<file path="config.mk">
export PLATFORM = sky130hd
export DESIGN_NAME = anita3_phi_coincidence
export DESIGN_NICKNAME = d
export VERILOG_FILES = /design/src/rtl/anita3_phi_coincidence.sv
export SDC_FILE = /design/constraint.sdc
export NUM_CORES = 1
export LEC_CHECK = 0
export ABC_AREA = 1
export CAP_MARGIN = 20
export CELL_PAD_IN_SITES_DETAIL_PLACEMENT = 1
export CELL_PAD_IN_SITES_GLOBAL_PLACEMENT = 1
export CORE_UTILIZATION = 35
export DETAILED_ROUTE_END_ITERATION = 6
export DONT_BUFFER_PORTS = 1
export PLACE_DENSITY = 0.73
export SLEW_MARGIN = 20
export SYNTH_ARGS = -nofsm -noshare
export SYNTH_HDL_FRONTEND = slang
export SYNTH_SLANG_ARGS = --single-unit
export TNS_END_PERCENT = 5
</file>
<file path="constraint.sdc">
create_clock -name clk250_i -period 1.89 [get_ports clk250_i]
set_input_delay 0.567 -clock clk250_i [delete_from_list [all_inputs] [get_ports clk250_i]]
set_output_delay 0.567 -clock clk250_i [all_outputs]
set_load 0.01 [all_outputs]
</file>
<file path="src/rtl/anita3_phi_coincidence.sv">
// ANITA-3 phi-sector coincidence: per-sector edge stretch, neighbour-overlap L3,
// and a holdoff-gated global trigger with latched pattern and saturating count.

module anita3_phi_stretch #(
  parameter int WINDOW_BITS = 4
) (
  input  logic                   clk,
  input  logic                   rst_n,
  input  logic                   in,
  input  logic [WINDOW_BITS-1:0] window,
  output logic                   stretch
);
  logic                   prev;
  logic [WINDOW_BITS-1:0] cnt;
  logic                   rise;

  assign rise = in & ~prev;

  // window is captured only on a rise, so mid-pulse changes never reshape it
  always_ff @(posedge clk) begin
    if (!rst_n) begin
      prev    <= 1'b0;
      cnt     <= '0;
      stretch <= 1'b0;
    end else begin
      prev <= in;
      if (rise) begin
        stretch <= 1'b1;
        cnt     <= window;
      end else if (cnt != '0) begin
        cnt <= cnt - WINDOW_BITS'(1);
      end else begin
        stretch <= 1'b0;
      end
    end
  end
endmodule

module anita3_phi_coincidence #(
  parameter int NUM_PHI      = 16,
  parameter int WINDOW_BITS  = 4,
  parameter int HOLDOFF_BITS = 6
) (
  input  logic                    clk250_i,
  input  logic                    rst_n_i,
  input  logic [NUM_PHI-1:0]      V_pol_phi_i,
  input  logic [NUM_PHI-1:0]      H_pol_phi_i,
  input  logic [WINDOW_BITS-1:0]  window_i,
  input  logic [HOLDOFF_BITS-1:0] holdoff_i,
  input  logic [1:0]              pol_en_i,
  input  logic                    disable_i,
  input  logic                    count_clr_i,
  output logic [NUM_PHI-1:0]      L3_V_o,
  output logic [NUM_PHI-1:0]      L3_H_o,
  output logic                    trig_o,
  output logic [NUM_PHI-1:0]      trig_phi_o,
  output logic [31:0]             trig_count_o
);
  typedef enum logic {IDLE, HOLDOFF} state_t;

  logic [NUM_PHI-1:0]      s_v, s_h;
  logic [NUM_PHI-1:0]      pattern;
  logic                    cand, fire;
  state_t                  state, state_d;
  logic [HOLDOFF_BITS-1:0] hcnt, hcnt_d;

  for (genvar g = 0; g < NUM_PHI; g++) begin : gen_phi
    anita3_phi_stretch #(.WINDOW_BITS(WINDOW_BITS)) u_str_v (
      .clk     (clk250_i),
      .rst_n   (rst_n_i),
      .in      (V_pol_phi_i[g]),
      .window  (window_i),
      .stretch (s_v[g])
    );
    anita3_phi_stretch #(.WINDOW_BITS(WINDOW_BITS)) u_str_h (
      .clk     (clk250_i),
      .rst_n   (rst_n_i),
      .in      (H_pol_phi_i[g]),
      .window  (window_i),
      .stretch (s_h[g])
    );
  end

  // Sector j overlaps with j-1 or j+1; rotations give the 15<->0 wrap for free
  function automatic logic [NUM_PHI-1:0] coinc(input logic [NUM_PHI-1:0] s);
    logic [NUM_PHI-1:0] lo, hi;
    lo = {s[NUM_PHI-2:0], s[NUM_PHI-1]};
    hi = {s[0], s[NUM_PHI-1:1]};
    return s & (lo | hi);
  endfunction

  always_ff @(posedge clk250_i) begin
    if (!rst_n_i) begin
      L3_V_o <= '0;
      L3_H_o <= '0;
    end else begin
      L3_V_o <= coinc(s_v);
      L3_H_o <= coinc(s_h);
    end
  end

  always_comb begin
    pattern = (pol_en_i[0] ? L3_V_o : '0) | (pol_en_i[1] ? L3_H_o : '0);
    cand    = |pattern;
  end

  always_ff @(posedge clk250_i) begin
    if (!rst_n_i) begin
      state <= IDLE;
      hcnt  <= '0;
    end else begin
      state <= state_d;
      hcnt  <= hcnt_d;
    end
  end

  always_comb begin
    state_d = state;
    hcnt_d  = hcnt;
    case (state)
      IDLE: if (fire) begin
        state_d = HOLDOFF;
        hcnt_d  = holdoff_i;
      end
      HOLDOFF: if (hcnt != '0) hcnt_d = hcnt - HOLDOFF_BITS'(1);
               else            state_d = IDLE;
      default: state_d = IDLE;
    endcase
  end

  // Activity seen in HOLDOFF is dropped, not queued
  always_comb begin
    fire = (state == IDLE) & cand & ~disable_i;
  end

  always_ff @(posedge clk250_i) begin
    if (!rst_n_i) begin
      trig_o       <= 1'b0;
      trig_phi_o   <= '0;
      trig_count_o <= '0;
    end else begin
      trig_o <= fire;
      if (fire) trig_phi_o <= pattern;
      if (count_clr_i)                        trig_count_o <= '0;
      else if (fire && trig_count_o != '1)    trig_count_o <= trig_count_o + 32'd1;
    end
  end
endmodule

</file>
==> summary.txt, run 1 <==
OUTCOME
-------------------------------------------------------------------------------------
Status ................................................................. complete, no violations

SETUP PATH
-------------------------------------------------------------------------------------
Critical Path Start Type ...............................................    flip-flop
Cell depth of the worst setup path .....................................            1
Crit path DAT ..........................................................      1200 ps
Destination of the worst register-to-register timing path .............. trig_count_o[29]
Slack of the worst reg-to-reg path .....................................       130 ps
Delay-heaviest family, CP ..............................................   flip-flops
Required time at the endpoint of the critical path .....................      1320 ps
Worst reg2reg path depth ...............................................            8
Crit Path Category .....................................................   reg -> out
Critical path capture point ............................................ trig_count_o[2]
Critical Path End Type ................................................. primary output
Crit path max fanout ...................................................            7
Max stage delay cell, worst path ....................................... sky130_fd_sc_hd__dfxtp_1
Worst setup startpoint ................................................. trig_count_o[2]
Delay contributed by the slowest stage of the critical path ............       520 ps
Series of cell instances along the critical path .......................        buf_4
Startpoint of the worst register-to-register path ...................... trig_count_o[2]
Bufs and invs on worst path ............................................            1

ROUTING
-------------------------------------------------------------------------------------
Count of routing violations after the opening detailed-route iteration .          554
Number of routed nets with antenna violations ..........................            0
Final wirelength .......................................................     41210 µm
Via count ..............................................................        12640
Routed length per placed instance ......................................     16.32 µm
First-pass iteration count of the detailed router ......................            5
Remaining design rule violation count ..................................            0
Via-per-instance ratio .................................................        5.007

CLOCK TREE
-------------------------------------------------------------------------------------
Post-CTS setup buffers .................................................            0
TritonCTS clock tree ...................................................         done
Clock net sink count ...................................................          280
Cell at the root of the clock tree ..................................... sky130_fd_sc_hd__clkbuf_16
Count of hold-fix buffers inserted at cts ..............................            0
Clock latency on the worst-skew pair ...................................       510 ps
Reg clk slew, reported paths ...........................................        60 ps
Max clock buf depth ....................................................            3
Maximum level of the CTS H-tree ........................................            2
Total clock buffers created by CTS .....................................           34

STA
-------------------------------------------------------------------------------------
Clock Skew .............................................................     19.08 ps
Minimum period implied by the final worst setup slack ..................      1770 ps
Hold Vio Cnt, Final ....................................................            0
Post-route setup TNS ...................................................         0 ps
# setup viols final ....................................................            0
Final setup slack of the worst path ....................................     120.0 ps
Measured slew at the worst slew-check pin ..............................     554.7 ps
Final slew viol count ..................................................            0
Final clock period utilization by the worst path .......................       93.65%
Headroom to the max-slew limit .........................................       62.88%
Max Clk Rate ...........................................................    565.0 MHz
Setup repair after global routing missed its margin ....................         true

PLACED DESIGN
-------------------------------------------------------------------------------------
Final HPWL DP ..........................................................     29480 µm
Count of input and output buffers ......................................            0
RD Place Congestion ....................................................       0.8438
Placement Setup Slack ..................................................     56.72 ps

FLOORPLANNING
-------------------------------------------------------------------------------------
Height of the die ......................................................     198.2 µm
Die X ..................................................................     198.2 µm
I/O pin cnt ............................................................          129
Full die area ..........................................................    39300 µm²
Initial Utilization ....................................................       35.70%
Placement row count ....................................................           71
Core area ..............................................................    37760 µm²

GLOBAL ROUTE
-------------------------------------------------------------------------------------
First-pass GRT wire length .............................................     66630 µm
Global-route met2 utilization ..........................................       37.83%
Most Crowded Layer GR ..................................................         met2
Initial antenna violation count ........................................            0
Met3 track demand over resource ........................................       5.570%
GRT Overall Usage ......................................................       21.20%
Via count of the first global-routing pass .............................        13380
Pin count of the biggest net entering global routing ...................           83
Met1 GRT Util ..........................................................       24.13%
Residual overflow from global routing ..................................            0

POWER
-------------------------------------------------------------------------------------
Power density normalized to cell area ..................................  1154 nW/µm²
Leakage ................................................................     6.798 nW
Max IR drop VDD ........................................................     785.8 µV

LOGIC SYNTHESIS
-------------------------------------------------------------------------------------
Yosys cell types .......................................................           36
YS warnings ............................................................            0
Post-synthesis average cell area .......................................    6.991 µm²
Number of register bits inferred by synthesis ..........................          280
Synth Cell Area ........................................................    13480 µm²
Register area share after synthesis ....................................       41.59%
Synthesized instance count .............................................         1928
Number of nets produced by synthesis ...................................         2010

LAYOUT
-------------------------------------------------------------------------------------
Number of antenna diodes ...............................................            0
NumNets Final ..........................................................         2072
Proportion of layout cells with a drive suffix above 1 .................       9.732%
Layout Area Growth over Synthesis ......................................       16.93%
Registers with the most flip-flops ..................................... gen_phi.u_str_h.cnt: 64 flops, gen_phi.u_str_v.cnt: 64 flops, trig_count_o: 32 flops

MIN PATH
-------------------------------------------------------------------------------------
Worst hold path stage count ............................................            2
Worst min-delay path category ..........................................    in -> reg

JOB
-------------------------------------------------------------------------------------
Maxcap violations ......................................................            0

## worst reg2reg max path: stages (launching register included)
cell	delay, ps
sky130_fd_sc_hd__dfxtp_1	520
sky130_fd_sc_hd__nand2_2	140
sky130_fd_sc_hd__nor2_4	140
sky130_fd_sc_hd__nand2_1	80
sky130_fd_sc_hd__nor2_1	120
sky130_fd_sc_hd__nand3_2	120
sky130_fd_sc_hd__buf_4	280
sky130_fd_sc_hd__nand4_1	190
sky130_fd_sc_hd__a21oi_2	70
## worst min-delay path by stage
stage	start	endpoint	slack, ps
2_1_floorplan	gen_phi[3].u_str_v.stretch	L3_V_o[3]	430
3_3_place_gp	gen_phi[5].u_str_v.stretch	L3_V_o[5]	450
3_5_place_dp	gen_phi[5].u_str_v.stretch	L3_V_o[5]	460
4_1_cts	V_pol_phi_i[15]	gen_phi[15].u_str_v.prev	130
5_1_grt	V_pol_phi_i[8]	gen_phi[8].u_str_v.prev	140
6_report	V_pol_phi_i[15]	gen_phi[15].u_str_v.prev	150
## per-layer routing
layer  part of all wire (%)  up-vias
met1                     41     6104
met5                      0        -
met2                     49      204
met4                    3.2        0
li1                       -     6259
met3                    7.0       75
## final cells by class
| cell class | count | area, µm² |
|---|---|---|
| inverters | 294 | 1106 |
| multi-input cells | 1291 | 6452 |
| well taps | 511 | 639.4 |
| fillers | 4790 | 21990 |
| repair buffers | 89 | 755.7 |
| flip-flops and latches | 280 | 5608 |
| clock inverters | 14 | 182.7 |
| clock buffers | 46 | 1017 |
## cell families (layout without fill, tap and decap cells)
group,count (synthesis),after routing,synth area share (%)
AOI/OAI and AO/OA,285,285,12.46
xor gates and xnor gates,71,71,4.613
adders and majority gates,34,34,3.156
buffers and inverters,357,443,10.64
DFF,280,280,41.59
muxes,1,1,0.07426
and+or+nand+nor,900,900,27.48
## where the power goes
part | leakage (nW) | switching, W | internal [W] | total (W)
combinational | 3.90 | 0.00265 | 0.00158 | 0.00423
clock | 0.593 | 0.00259 | 0.00432 | 0.00691
sequential | 2.31 | 0.000426 | 0.00662 | 0.00705
## metrics by stage
step | instances | hold slack [ps] | instance area (µm²) | total power, W | utilization (%)
after floorplan | 1928 | 433.2 | 13480 | 0.01041 | -
after global placement | 2465 | 453.2 | 14550 | 0.01115 | 38.55
after detailed placement | 2465 | 456.9 | 14550 | 0.01140 | 38.55
after CTS | 2525 | 133.4 | 15750 | 0.01842 | 41.73
after global routing | 2525 | 140.9 | 15760 | 0.01929 | 41.75
final | 2525 | 152.2 | 15760 | 0.01819 | 41.75
## cell usage in the layout, fill, tap and decap left out, types with 9 or more instances in the layout
master                      instances
sky130_fd_sc_hd__a211oi_1          30
sky130_fd_sc_hd__a21oi_1          102
sky130_fd_sc_hd__a21oi_2           12
sky130_fd_sc_hd__a31oi_1           83
sky130_fd_sc_hd__buf_4             82
sky130_fd_sc_hd__clkbuf_16         35
sky130_fd_sc_hd__clkbuf_8          10
sky130_fd_sc_hd__dfxtp_1          278
sky130_fd_sc_hd__ha_1              34
sky130_fd_sc_hd__inv_1            292
sky130_fd_sc_hd__nand2_1          552
sky130_fd_sc_hd__nand2_2           20
sky130_fd_sc_hd__nand3_1           99
sky130_fd_sc_hd__nand4_1           33
sky130_fd_sc_hd__nor2_1           173
sky130_fd_sc_hd__nor3_1             9
sky130_fd_sc_hd__o21ai_0           43
sky130_fd_sc_hd__o22ai_1            9
sky130_fd_sc_hd__xnor2_1           10
sky130_fd_sc_hd__xor2_1            61
## synth_stat cells, drive strengths merged
library cell  count  area share (%)
inv             292             8.1
o21ai            43             1.6
clkinv            2           0.056
dfxtp           280              42
nand2           574              16
a31oi            83             3.9
a211oi           30             1.7
o21bai            1           0.056
nand4            33             1.5
a311oi            2            0.13
nor2            182             5.2
a21oi           114             4.6
a22oi             1           0.056
xnor2            10            0.65
xor2             61             4.0
ha               34             3.2
nor2b             1           0.046
nand3           101             3.9
mux2i             1           0.074
nor3              9            0.33
o31ai             1           0.056
o211ai            1           0.056
buf              25             1.4
o22ai             9            0.42
clkbuf           38             1.1
## repair_timing
item / 4_1_cts / 5_1_grt
endpoints found under the hold margin: 0 / 0
setup endpoints to repair: 0 / 32
resized for setup: 0 / 4
(Power assumes the default switching activity.)
==> inputs of run 2 (changes only) <==
Settings changed: CORE_UTILIZATION 35 to 42, PLACE_DENSITY 0.73 to 0.83.
==> run 2 against run 1 <==
  * Cell area fell by 2.6%
  * Clock-buffer cell count shrank 3
  * Critical path depth grew 9
  * Clock power fell by 5.6%
==> summary.txt, run 2 (synthesized netlist as in run 1, its figures left out) <==
MIN PATH
-------------------------------------------------------------------------------------
Hold Startpoint ........................................................ H_pol_phi_i[6]   was V_pol_phi_i[15]
Worst hold endpoint .................................................... gen_phi[6].u_str_h.prev   was gen_phi[15].u_str_v.prev
Worst hold path stage count ............................................            2   unchanged
Worst min-delay path category ..........................................    in -> reg   unchanged

CLOCK TREE
-------------------------------------------------------------------------------------
Maximum level of the CTS H-tree ........................................            1   was 2
Max clock buf depth ....................................................            3   unchanged
Clock net sink count ...................................................          280   unchanged
Total clock buffers created by CTS .....................................           31   was 34
Cell at the root of the clock tree ..................................... sky130_fd_sc_hd__clkbuf_16   unchanged
Clock latency on the worst-skew pair ...................................       570 ps   was 510 ps
Reg clk slew, reported paths ...........................................        60 ps   about the same
TritonCTS clock tree ...................................................         done   unchanged
Count of hold-fix buffers inserted at cts ..............................            0   unchanged

SETUP PATH
-------------------------------------------------------------------------------------
Critical Path End Type .................................................    flip-flop   was primary output
Bufs and invs on worst path ............................................            1   unchanged
Destination of the worst register-to-register timing path .............. trig_count_o[13]   was trig_count_o[29]
Cell depth of the worst setup path .....................................           10   was 1
Required time at the endpoint of the critical path .....................      2380 ps   was 1320 ps
Series of cell instances along the critical path ....................... nand2_1 > nand2_1 > nor2_2 > nand2_1 > nor2_2 > nand2_4 > nand3_4 > buf_12 > nand2_1 > a21oi_1   was buf_4
Worst reg2reg path depth ...............................................           10   was 8
Crit path top cell by count ............................................ sky130_fd_sc_hd__nand2_1
Max stage delay cell, worst path ....................................... sky130_fd_sc_hd__dfxtp_1   unchanged
Crit Path Category .....................................................   reg -> reg   was reg -> out
Crit path max fanout ...................................................           33   was 7
Startpoint of the worst register-to-register path ......................    L3_V_o[3]   was trig_count_o[2]
Delay contributed by the slowest stage of the critical path ............       410 ps   was 520 ps
Delay-heaviest family, CP .............................................. simple AND/OR/NAND/NOR gates   was flip-flops
Crit path DAT ..........................................................      2290 ps   was 1200 ps
Slack of the worst reg-to-reg path .....................................        80 ps   was 130 ps
Critical Path Start Type ...............................................    flip-flop   unchanged

FLOORPLANNING
-------------------------------------------------------------------------------------
Core area ..............................................................    31560 µm²   was 37760 µm²
Placement row count ....................................................           65   was 71
Initial Utilization ....................................................       42.72%   was 35.70%
I/O pin cnt ............................................................          129   unchanged
Die X ..................................................................     181.1 µm   was 198.2 µm
Full die area ..........................................................    32810 µm²   was 39300 µm²
Height of the die ......................................................     181.1 µm   was 198.2 µm

LAYOUT
-------------------------------------------------------------------------------------
Final cell count without fillers .......................................         2392   was 2525
Registers with the most flip-flops ..................................... gen_phi.u_str_h.cnt: 64 flops, gen_phi.u_str_v.cnt: 64 flops, trig_count_o: 32 flops   unchanged
Leading cell type in the layout, fill and taps excluded ................ sky130_fd_sc_hd__nand2_1   unchanged
Commonest non-fill, non-tap cells in the layout ........................ 552 x sky130_fd_sc_hd__nand2_1, 292 x sky130_fd_sc_hd__inv_1, 274 x sky130_fd_sc_hd__dfxtp_1, 174 x sky130_fd_sc_hd__nor2_1, 102 x sky130_fd_sc_hd__a21oi_1   was 552 x sky130_fd_sc_hd__nand2_1, 292 x sky130_fd_sc_hd__inv_1, 278 x sky130_fd_sc_hd__dfxtp_1, 173 x sky130_fd_sc_hd__nor2_1, 102 x sky130_fd_sc_hd__a21oi_1
NumNets Final ..........................................................         2048   was 2072
Number of fill cells in the layout .....................................         4075   was 4790
Proportion of layout cells with a drive suffix above 1 .................       8.543%   was 9.732%
Layout Area Growth over Synthesis ......................................       13.87%   was 16.93%
Number of antenna diodes ...............................................            0   unchanged

POWER
-------------------------------------------------------------------------------------
Leakage ................................................................     6.618 nW   was 6.798 nW
Max IR drop VDD ........................................................     789.6 µV   was 785.8 µV
Power density normalized to cell area ..................................  1161 nW/µm²   was 1154 nW/µm²

ROUTING
-------------------------------------------------------------------------------------
Via-per-instance ratio .................................................        5.263   was 5.007
Routed length per placed instance ......................................     16.93 µm   was 16.32 µm
Remaining design rule violation count ..................................            0   unchanged
Final wirelength .......................................................     40510 µm   was 41210 µm
Count of routing violations after the opening detailed-route iteration .          541   was 554
Number of routed nets with antenna violations ..........................            0   unchanged
First-pass iteration count of the detailed router ......................            5   unchanged
Via count ..............................................................        12590   was 12640

PLACED DESIGN
-------------------------------------------------------------------------------------
RD Place Congestion ....................................................       0.8664   was 0.8438
Cells after DPL ........................................................         2335   was 2465
Count of input and output buffers ......................................            0   unchanged
Final HPWL DP ..........................................................     28510 µm   was 29480 µm

GLOBAL ROUTE
-------------------------------------------------------------------------------------
GRT Overall Usage ......................................................       24.64%   was 21.20%
First-pass GRT wire length .............................................     66010 µm   was 66630 µm
Initial antenna violation count ........................................            0   unchanged
Pin count of the biggest net entering global routing ...................           83   unchanged
Via count of the first global-routing pass .............................        13080   was 13380
Residual overflow from global routing ..................................            0   unchanged

STA
-------------------------------------------------------------------------------------
Final clock period utilization by the worst path .......................       95.74%   was 93.65%
Minimum period implied by the final worst setup slack ..................      1809 ps   was 1770 ps
Clock Skew .............................................................     10.17 ps   was 19.08 ps
# setup viols final ....................................................            0   unchanged
Hold Vio Cnt, Final ....................................................            0   unchanged
Headroom to the max-slew limit .........................................       61.10%   was 62.88%
Post-route setup TNS ...................................................         0 ps   unchanged
Final slew viol count ..................................................            0   unchanged
Max Clk Rate ...........................................................    552.6 MHz   was 565.0 MHz
Measured slew at the worst slew-check pin ..............................     581.3 ps   was 554.7 ps
Setup repair after global routing missed its margin ....................        false   was true

OUTCOME
-------------------------------------------------------------------------------------
Status ................................................................. complete, no violations   unchanged

JOB
-------------------------------------------------------------------------------------
Maxcap violations ......................................................            0   unchanged

==> run 2: changes by cell type in the layout (fill, tap and decap cells not counted), sizes merged <==
| cell | previous run | this run |
|---|---|---|
| clkinvlp | 2 | 1 |
| bufinv | 4 | 6 |
| clkbuf | 46 | 43 |
| clkinv | 8 | 6 |
| inv | 294 | 295 |
| buf | 89 | 68 |
==> run 2: what timing repair did <==
item,4_1_cts,5_1_grt
buffers inserted,0,0
setup endpoints to repair,0,29
gates resized for setup,0,8
==> run 2: through the flow <==
step / utilization, % / setup slack [ps] / hold WS (ps) / area (µm²) / power (W)
after floorplan: - / 71.39 / 433.2 / 13480 / 0.01041
after global placement: 45.11 / 156.1 / 447.7 / 14230 / 0.01107
after detailed placement: 45.11 / 62.72 / 458.5 / 14230 / 0.01136
after CTS: 48.60 / 14.33 / 67.10 / 15340 / 0.01795
after global routing: 48.64 / 3.668 / 78.30 / 15350 / 0.01884
final: 48.64 / 80.53 / 91.22 / 15350 / 0.01781
==> run 2: where the power goes <==
group	internal [W]	switching (W)
logic	0.00156	0.00268
registers	0.00662	0.000438
clock network	0.00402	0.00250
==> run 2: layout make-up <==
class / count / area, µm² / area share (%)
clock buffers: 43 / 870.8 / 5.674
clock inverters: 14 / 230.2 / 1.500
inverters: 294 / 1106 / 7.206
multi-input cells: 1291 / 6452 / 42.04
flip-flops and latches: 280 / 5613 / 36.57
well taps: 402 / 503.0 / 3.277
repair buffers: 68 / 573.1 / 3.734
==> run 2: per-layer routing <==
metal  routed length (µm)  share of wire, %  up-vias  track usage (%)
met5                    0                 0        -                0
met4                 1081               2.7        0            7.288
met3                 2815               6.9       64            6.632
met2                19630                48      222            43.88
met1                16980                42     6101            28.68
li1                     -                 -     6202                -
==> run 2: worst reg2reg max path: cells and delay by family (launching register included) <==
kind	cells	cell delay (ps)
flops	1	410
simple gates	8	910
buf+inv	1	210
compound gates	1	190
==> run 2: how the worst max path moves through the flow <==
stage,slack [ps],startpoint,end
detailed placement,60,pol_en_i[1],trig_count_o[18]
CTS,10,trig_count_o[2],trig_count_o[13]
finish,80,L3_V_o[3],trig_count_o[13]
global placement,160,pol_en_i[0],trig_count_o[18]
global route,4,trig_count_o[2],trig_count_o[13]
floorplan,70,pol_en_i[0],trig_count_o[15]
